$ cat config.mk
export PLATFORM = sky130hd
export DESIGN_NAME = ip_ram_arbiter
export DESIGN_NICKNAME = d
export VERILOG_FILES = /design/src/rtl/ip_ram_arbiter.sv
export SDC_FILE = /design/constraint.sdc
export NUM_CORES = 1
export LEC_CHECK = 0
export CELL_PAD_IN_SITES_DETAIL_PLACEMENT = 0
export CELL_PAD_IN_SITES_GLOBAL_PLACEMENT = 1
export CORE_MARGIN = 1.5
export CORE_UTILIZATION = 37
export CTS_CLUSTER_DIAMETER = 60
export CTS_CLUSTER_SIZE = 14
export DETAILED_ROUTE_END_ITERATION = 7
export PLACE_DENSITY_LB_ADDON = 0.3
export SLEW_MARGIN = 15
export SYNTH_ARGS = -nofsm -noshare
export SYNTH_HDL_FRONTEND = slang
export SYNTH_SLANG_ARGS = --single-unit
$ cat constraint.sdc
create_clock -name clk -period 3.58 [get_ports clk]
set_clock_uncertainty 0.05 [all_clocks]
set_input_delay 0.716 -clock clk [delete_from_list [all_inputs] [get_ports clk]]
set_output_delay 0.716 -clock clk [all_outputs]
set_load 0.005 [all_outputs]
$ cat src/rtl/ip_ram_arbiter.sv
// Round-robin two-port arbiter that sequences 32-bit word requests as four
// little-endian byte accesses on a single 8-bit RAM port.
//
// state  | meaning
// IDLE   | waiting for a request; arbitrates and drives byte 0 at the grant edge
// ACCESS | driving bytes 1..3; cnt_q counts edges since the grant
// DRAIN  | read only: waiting for the last byte to return (RD_LATENCY-1 cycles)
// DONE   | one-cycle done pulse to the granted port; busy clears on exit
module ip_ram_arbiter #(
    parameter int ADDR_W     = 19,
    parameter int RD_LATENCY = 1
) (
    input  logic              clk,
    input  logic              rst_n,
    input  logic              req0_valid,
    input  logic              req0_we,
    input  logic [ADDR_W-1:0] req0_addr,
    input  logic [31:0]       req0_wdata,
    output logic              done0,
    output logic [31:0]       rdata0,
    input  logic              req1_valid,
    input  logic              req1_we,
    input  logic [ADDR_W-1:0] req1_addr,
    input  logic [31:0]       req1_wdata,
    output logic              done1,
    output logic [31:0]       rdata1,
    output logic [ADDR_W-1:0] ram_address,
    output logic [7:0]        ram_writedata,
    output logic              ram_write_enable,
    input  logic [7:0]        ram_readdata,
    output logic              busy,
    output logic              grant_id
);

    typedef enum logic [1:0] {IDLE, ACCESS, DRAIN, DONE} state_t;

    localparam logic [3:0] LAT      = 4'(RD_LATENCY);
    localparam logic [3:0] READ_END = 4'd3 + LAT;

    state_t              state_q, state_d;
    logic [2:0]          cnt_q, cnt_d;
    logic                we_q, we_d;
    logic [ADDR_W-1:0]   addr_q, addr_d;
    logic [31:0]         wdata_q, wdata_d;
    logic                last_q, last_d;
    logic [ADDR_W-1:0]   ram_addr_q, ram_addr_d;
    logic [7:0]          ram_wd_q, ram_wd_d;
    logic                ram_we_q, ram_we_d;
    logic                done0_q, done0_d, done1_q, done1_d;
    logic [31:0]         rdata0_q, rdata0_d, rdata1_q, rdata1_d;
    logic                busy_q, busy_d;
    logic                gid_q, gid_d;

    logic                gnt;
    logic [3:0]          step;
    logic [3:0]          cap_idx;
    logic [7:0]          wbyte;
    logic                fin;

    always_ff @(posedge clk or negedge rst_n) begin
        if (!rst_n) begin
            state_q    <= IDLE;
            cnt_q      <= '0;
            we_q       <= 1'b0;
            addr_q     <= '0;
            wdata_q    <= '0;
            last_q     <= 1'b1;
            ram_addr_q <= '0;
            ram_wd_q   <= '0;
            ram_we_q   <= 1'b0;
            done0_q    <= 1'b0;
            done1_q    <= 1'b0;
            rdata0_q   <= '0;
            rdata1_q   <= '0;
            busy_q     <= 1'b0;
            gid_q      <= 1'b0;
        end else begin
            state_q    <= state_d;
            cnt_q      <= cnt_d;
            we_q       <= we_d;
            addr_q     <= addr_d;
            wdata_q    <= wdata_d;
            last_q     <= last_d;
            ram_addr_q <= ram_addr_d;
            ram_wd_q   <= ram_wd_d;
            ram_we_q   <= ram_we_d;
            done0_q    <= done0_d;
            done1_q    <= done1_d;
            rdata0_q   <= rdata0_d;
            rdata1_q   <= rdata1_d;
            busy_q     <= busy_d;
            gid_q      <= gid_d;
        end
    end

    always_comb begin
        state_d    = state_q;
        cnt_d      = cnt_q;
        we_d       = we_q;
        addr_d     = addr_q;
        wdata_d    = wdata_q;
        last_d     = last_q;
        ram_addr_d = ram_addr_q;
        ram_wd_d   = ram_wd_q;
        ram_we_d   = ram_we_q;
        done0_d    = 1'b0;
        done1_d    = 1'b0;
        rdata0_d   = rdata0_q;
        rdata1_d   = rdata1_q;
        busy_d     = busy_q;
        gid_d      = gid_q;

        // On a tie, the port that was not served last wins.
        gnt     = req1_valid & (~req0_valid | ~last_q);
        step    = {1'b0, cnt_q} + 4'd1;
        cap_idx = step - LAT;
        fin     = we_q | (READ_END == 4'd4);
        case (step[1:0])
            2'd1:    wbyte = wdata_q[15:8];
            2'd2:    wbyte = wdata_q[23:16];
            2'd3:    wbyte = wdata_q[31:24];
            default: wbyte = wdata_q[7:0];
        endcase

        case (state_q)
            IDLE: begin
                if (req0_valid | req1_valid) begin
                    we_d       = gnt ? req1_we    : req0_we;
                    addr_d     = gnt ? req1_addr  : req0_addr;
                    wdata_d    = gnt ? req1_wdata : req0_wdata;
                    last_d     = gnt;
                    gid_d      = gnt;
                    busy_d     = 1'b1;
                    cnt_d      = '0;
                    state_d    = ACCESS;
                    ram_addr_d = addr_d;
                    ram_we_d   = we_d;
                    ram_wd_d   = we_d ? wdata_d[7:0] : 8'h00;
                end
            end
            ACCESS: begin
                cnt_d = step[2:0];
                if (step <= 4'd3) begin
                    ram_addr_d = addr_q + ADDR_W'(step);
                    ram_we_d   = we_q;
                    ram_wd_d   = we_q ? wbyte : 8'h00;
                end else begin
                    ram_addr_d = '0;
                    ram_we_d   = 1'b0;
                    ram_wd_d   = 8'h00;
                    if (fin) begin
                        state_d = DONE;
                        done0_d = ~gid_q;
                        done1_d = gid_q;
                    end else begin
                        state_d = DRAIN;
                    end
                end
            end
            DRAIN: begin
                cnt_d = step[2:0];
                if (step == READ_END) begin
                    state_d = DONE;
                    done0_d = ~gid_q;
                    done1_d = gid_q;
                end
            end
            DONE: begin
                state_d = IDLE;
                busy_d  = 1'b0;
            end
            default: state_d = IDLE;
        endcase

        // Byte k returns RD_LATENCY edges after its address was driven.
        if ((state_q == ACCESS || state_q == DRAIN) && !we_q &&
            step >= LAT && cap_idx <= 4'd3) begin
            if (gid_q)
                rdata1_d[{cap_idx[1:0], 3'b000} +: 8] = ram_readdata;
            else
                rdata0_d[{cap_idx[1:0], 3'b000} +: 8] = ram_readdata;
        end
    end

    assign done0            = done0_q;
    assign done1            = done1_q;
    assign rdata0           = rdata0_q;
    assign rdata1           = rdata1_q;
    assign ram_address      = ram_addr_q;
    assign ram_writedata    = ram_wd_q;
    assign ram_write_enable = ram_we_q;
    assign busy             = busy_q;
    assign grant_id         = gid_q;

endmodule

Yosys cells after proc, flatten, opt, wreduce, memory -nomap -nowiden. Index checks and enable logic that the tools add are counted.

Add/sub/neg operators: 4. $lt $le $gt $ge: 3. Eq/ne operators: 10. Shift-type cells: 2. Mux-type cells: 31. Bitwise logic cells: 6. Reduce and logical (&&, ||, !) cells: 17.

Operators with widths (count): $bwmux 32 (2); $mux 19 (3); $pmux 19 s2 (1); $mux 32 (1); $mux 8 (4); $shift 8x7->32 const A (1); $shiftx 8x7->32 (1); $pmux 8 s3 (1); $add 19x4->19 (1); $pmux 8 s2 (1); $reduce_and 2->1 (6); $eq 2x2->1 const B (4); $le 4x2->1 const B (2); $mux 1 (8); $pmux 1 s2 (4); $pmux 2 s4 (1); $neg 5->7 (1); $mux 2 (3); $ne 2x2->1 const B (3); $pmux 3 s2 (1); $reduce_bool 2->1 (3); $add 3x1->4 const B (1); $eq 2x1->1 const B (2); $eq 4x3->1 const B (1); other kinds (12) (17).

Register bits after elaboration: 154. Input port bits: 116.

Depth between registers and ports, before layout.
Depth in word-level cells: 7. Depth in mapped cells: 10. Depth with buffers taken out: 9.

Least setup slack after synthesis. OpenSTA, ideal clock, no wires.

Path kind: register to register. Start: register cnt_q[0]. End: register ram_addr_q[17], in the netlist ram_address[17]. Setup time: 0.090 ns. Arrival time: 2.339 ns. Required time: 3.440 ns. Path slack: 1.101 ns. Stages on the path, launching flop included: 11. Path through: dfrtp_1 > ha_1 > clkbuf_1 > nand2b_1 > nand2_1 > ha_1 > nand3_1 > o22ai_1 > nand3_1 > xor2_1 > o221ai_1.

Longest elaborated chain between the ends: 4.

RTL lines: start, declared (RTL line 41) `logic [2:0] cnt_q, cnt_d;`; start signal, assigned (RTL line 79) `cnt_q <= cnt_d;`; $add 3x1->4 * (RTL line 115) `step = {1'b0, cnt_q} + 4'd1;`; $add 19x4->19 or $le 4x2->1 (tied branches) (RTL line 144, 143); $mux 19 * (RTL line 143) `if (step <= 4'd3) begin`; $pmux 19 s2 * (RTL line 125) `case (state_q)`; end signal, assigned (RTL line 84) `ram_addr_q <= ram_addr_d;`; end, declared (RTL line 46) `logic [ADDR_W-1:0] ram_addr_q, ram_addr_d;`.

Every way passes the cells marked *; elsewhere a longest branch is shown, timed or not. A chain may end at the register's enable or synchronous reset.

Worst setup path after layout.
Start: register cnt_q[0]. End: register ram_addr_q[14], in the netlist ram_address[14].

Same word-level chain as after synthesis.

==> impl_metrics.sql <==
INSERT INTO impl_metrics (metric_group, metric, value, unit) VALUES
('status', 'outcome', 'finished, final reports clean', ''),
('worst_setup_path', 'cpLargestDelayFamily', 'adder cells', ''),
('placed_design', 'dpl_cell_area', '9733', 'um^2'),
('yosys', 'synth-adder-area-share', '2.989', '%'),
('power_and_ir_drop', 'power.combinational.fraction', '43.0', '%'),
('die', 'ioPinCount', '212', ''),
('sta', 'worst_pin_slew', '0.9019', 'ns'),
('worst_setup_path', 'regToRegSetupSlack', '0.63', 'ns'),
('drt', 'num_vias', '5920', ''),
('worst_setup_path', 'worstSetupStartpointType', 'flip-flop', ''),
('yosys', 'synth-compound-area-share', '14.33', '%'),
('sta', 'setup_slack', '0.6311', 'ns'),
('power_and_ir_drop', 'total_power', '8.444', 'mW'),
('placed_design', 'finalWeightedCongestion', '0.8501', ''),
('drt', 'viasPerCell', '5.179', ''),
('worst_setup_path', 'critPathCaptureType', 'flip-flop', ''),
('worst_setup_path', 'worst_r2r_endpoint', 'ram_address[14]', ''),
('yosys', 'synthesis.area', '7367', 'um^2'),
('power_and_ir_drop', 'power.ir.vdd_worst', '0.4180', 'mV'),
('layout', 'final_layout_size_suffix_gt1_share', '11.50', '%'),
('yosys', 'yosysUniqueCellTypes', '50', ''),
('worst_setup_path', 'cp.arrival', '3.17', 'ns'),
('sta', 'setup-violations-final', '0', ''),
('layout', 'layout.cell_area.non_filler', '10320', 'um^2'),
('drt', 'dr_pass1_iterations', '5', ''),
('clocking', 'cts-buffers-inserted', '17', ''),
('layout', 'mostFrequentLayoutCells', 'clkdlybuf4s50_1, dfrtp_1, nand2_1', ''),
('yosys', 'synth_enable_flop_cells', '0', ''),
('yosys', 'ys_seq_area_share', '52.33', '%'),
('placed_design', 'place.port_buffers', '211', ''),
('layout', 'growth_of_design_area_from_synthesis_to_finish', '40.06', '%'),
('sta', 'timing.final.crit_period', '2.949', 'ns'),
('worst_setup_path', 'worstPathCellList', 'inv_2 > ha_1 > inv_1 > fa_1 > nand2b_1 > a21oi_1 > nand4_1 > xor2_1 > o221ai_1', ''),
('die', 'die_w', '144.1', 'um'),
('worst_setup_path', 'cp_max_fo', '10', ''),
('layout', 'final_common_cell', 'clkdlybuf4s50_1', ''),
('die', 'effective_utilization_at_floorplan', '37.73', '%'),
('yosys', 'mappedNetlistNets', '798', ''),
('die', 'floorplan.die_area', '20770', 'um^2'),
('global_routing', 'initial_antenna_violation_count', '0', ''),
('yosys', 'post_synth_mux_area_share', '14.69', '%'),
('layout', 'fin_nets', '998', ''),
('placed_design', 'place_ws', '0.6205', 'ns'),
('min_path', 'worstHoldPathType', 'in -> async', ''),
('yosys', 'synthXorXnorAreaFrac', '1.664', '%'),
('global_routing', 'grt_max_degree', '105', ''),
('yosys', 'largest_family_of_logic_cells_by_synthesized_area', 'multiplexers', ''),
('yosys', 'synth_cells', '665', ''),
('power_and_ir_drop', 'switching_power', '3.002', 'mW'),
('clocking', 'clock_latency', '0.41', 'ns'),
('global_routing', 'globalRouteOverflowTotal', '0', ''),
('clocking', 'cts.clk_slew.worst_paths', '0.06', 'ns'),
('drt', 'dr.first_iter.drc_count', '297', ''),
('clocking', 'cts.path.max_buffers', '2', ''),
('yosys', 'synth-async-reset-ratio', '100.0', '%'),
('clocking', 'tritoncts_num_sinks', '154', ''),
('worst_setup_path', 'cp_num_cells', '9', ''),
('worst_setup_path', 'worst_r2r_path_depth', '9', ''),
('power_and_ir_drop', 'p_seq_share', '35.7', '%'),
('drt', 'antenna_left', '0', ''),
('power_and_ir_drop', 'share_clk_of_total_power', '21.3', '%'),
('clocking', 'depth_of_the_cts_h_tree', '4', ''),
('sta', 'slew_headroom', '39.41', '%'),
('worst_setup_path', 'cp_slowest_cell', 'dfrtp_1', ''),
('worst_setup_path', 'crit_required', '3.80', 'ns'),
('power_and_ir_drop', 'power.density', '818.3', 'nW/um^2'),
('worst_setup_path', 'worst-path-buf-inv', '2', ''),
('layout', 'stdcell_count', '1143', ''),
('power_and_ir_drop', 'p_int', '5.442', 'mW'),
('placed_design', 'detailed_place_hpwl', '14960', 'um'),
('drt', 'post_drt_wl_per_cell', '17.63', 'um');
==> cell families (layout without fill, tap and decap cells) <==
| group | after synthesis | count (layout) |
|---|---|---|
| AND/OR/NAND/NOR | 169 | 169 |
| AO/OA/AOI/OAI | 158 | 158 |
| flip-flops | 154 | 154 |
| multiplexers | 102 | 102 |
| buffers and inverters | 51 | 264 |
| adder cells (fa/ha/maj) | 17 | 17 |
| XOR/XNOR | 14 | 14 |
==> worst reg2reg max path, cell delays in order (launching register included) <==
cell and delay, ns:
dfrtp_1 0.52, inv_2 0.14, ha_1 0.39, inv_1 0.13
fa_1 0.41, nand2b_1 0.22, a21oi_1 0.45, nand4_1 0.18
xor2_1 0.18, o221ai_1 0.13
==> cells in the mapped netlist, types with 2 or more instances <==
cell type	count	share of area, %
inv_1	10	0.51
o21a_1	3	0.31
xnor2_1	4	0.48
buf_6	2	0.31
mux2i_1	53	7.2
a31oi_1	4	0.34
nand2b_1	5	0.42
dfrtp_1	153	52
nand2_2	3	0.25
a222oi_1	8	1.1
and3_2	2	0.20
nand3_1	10	0.68
and3_1	6	0.51
nand2_1	80	4.1
or3_1	2	0.17
buf_4	4	0.41
a21oi_1	16	1.1
o21ai_1	2	0.14
clkbuf_1	23	1.2
o21ai_0	64	4.3
mux2_2	49	7.5
ha_1	16	2.7
nand4_1	4	0.34
and2_1	25	2.1
o221ai_1	15	1.8
buf_2	10	0.68
nor2_1	21	1.1
o32ai_1	8	0.95
a211oi_1	3	0.31
a22o_1	18	2.1
xor2_1	10	1.2
a21o_1	10	1.0
nor3_1	5	0.34
==> power by group through the flow <==
stage,sequential (mW),combinational [mW],clock (mW)
5_1_grt,3.11,4.04,1.91
6_report,3.01,3.63,1.80
3_5_place_dp,3.04,3.67,0
2_1_floorplan,2.93,2.03,0
4_1_cts,3.02,3.68,1.83
3_3_place_gp,3.01,3.56,0
==> registers in the layout (all words and copies together), names as in the netlist <==
signal and count:
rdata0 32, addr_q 19, busy 1, rdata1 32, we_q 1, ram_write_enable 1
ram_writedata 8, done0 1, wdata_q 32, last_q 1, grant_id 1, cnt_q 3
done1 1, state_q 2, ram_address 19
==> final cells by class <==
class / instances / area, um^2 / share of cell area [%]
clock buffer: 21 / 440.4 / 4.268
multi-input combinational: 460 / 3304 / 32.02
inverter: 11 / 41.29 / 0.4001
clock inverter: 11 / 145.1 / 1.407
sequential: 154 / 3855 / 37.36
timing repair buffer: 221 / 2201 / 21.33
tap: 265 / 331.6 / 3.213
==> per-stage QoR <==
| step | hold WS [ns] | utilization (%) |
|---|---|---|
| finish | 0.3225 | 52.85 |
| detailed placement | 0.4157 | 49.85 |
| global placement | 0.4124 | 49.85 |
| global route | 0.3810 | 52.85 |
| floorplan | 0.3704 | - |
| CTS | 0.3489 | 52.85 |
==> per-layer routing <==
layer | routed length (um) | up-vias | GRT usage [%]
met2 | 9287 | 202 | 32.21
li1 | - | 2794 | -
met5 | 0 | - | 0
met4 | 372 | 0 | 7.626
met3 | 1124 | 24 | 3.974
met1 | 9368 | 2900 | 27.07
==> worst min-delay path by stage <==
stage,startpoint,cells after the start,to,slack [ns]
finish,rst_n,1,rdata0[27],0.32
floorplan,rst_n,0,addr_q[0],0.37
detailed placement,ram_writedata[1],1,ram_writedata[1],0.42
CTS,rst_n,1,rdata0[16],0.35
global route,rst_n,1,rdata0[27],0.38
global placement,wdata_q[27],2,wdata_q[27],0.41
(Power assumes the default switching activity.)
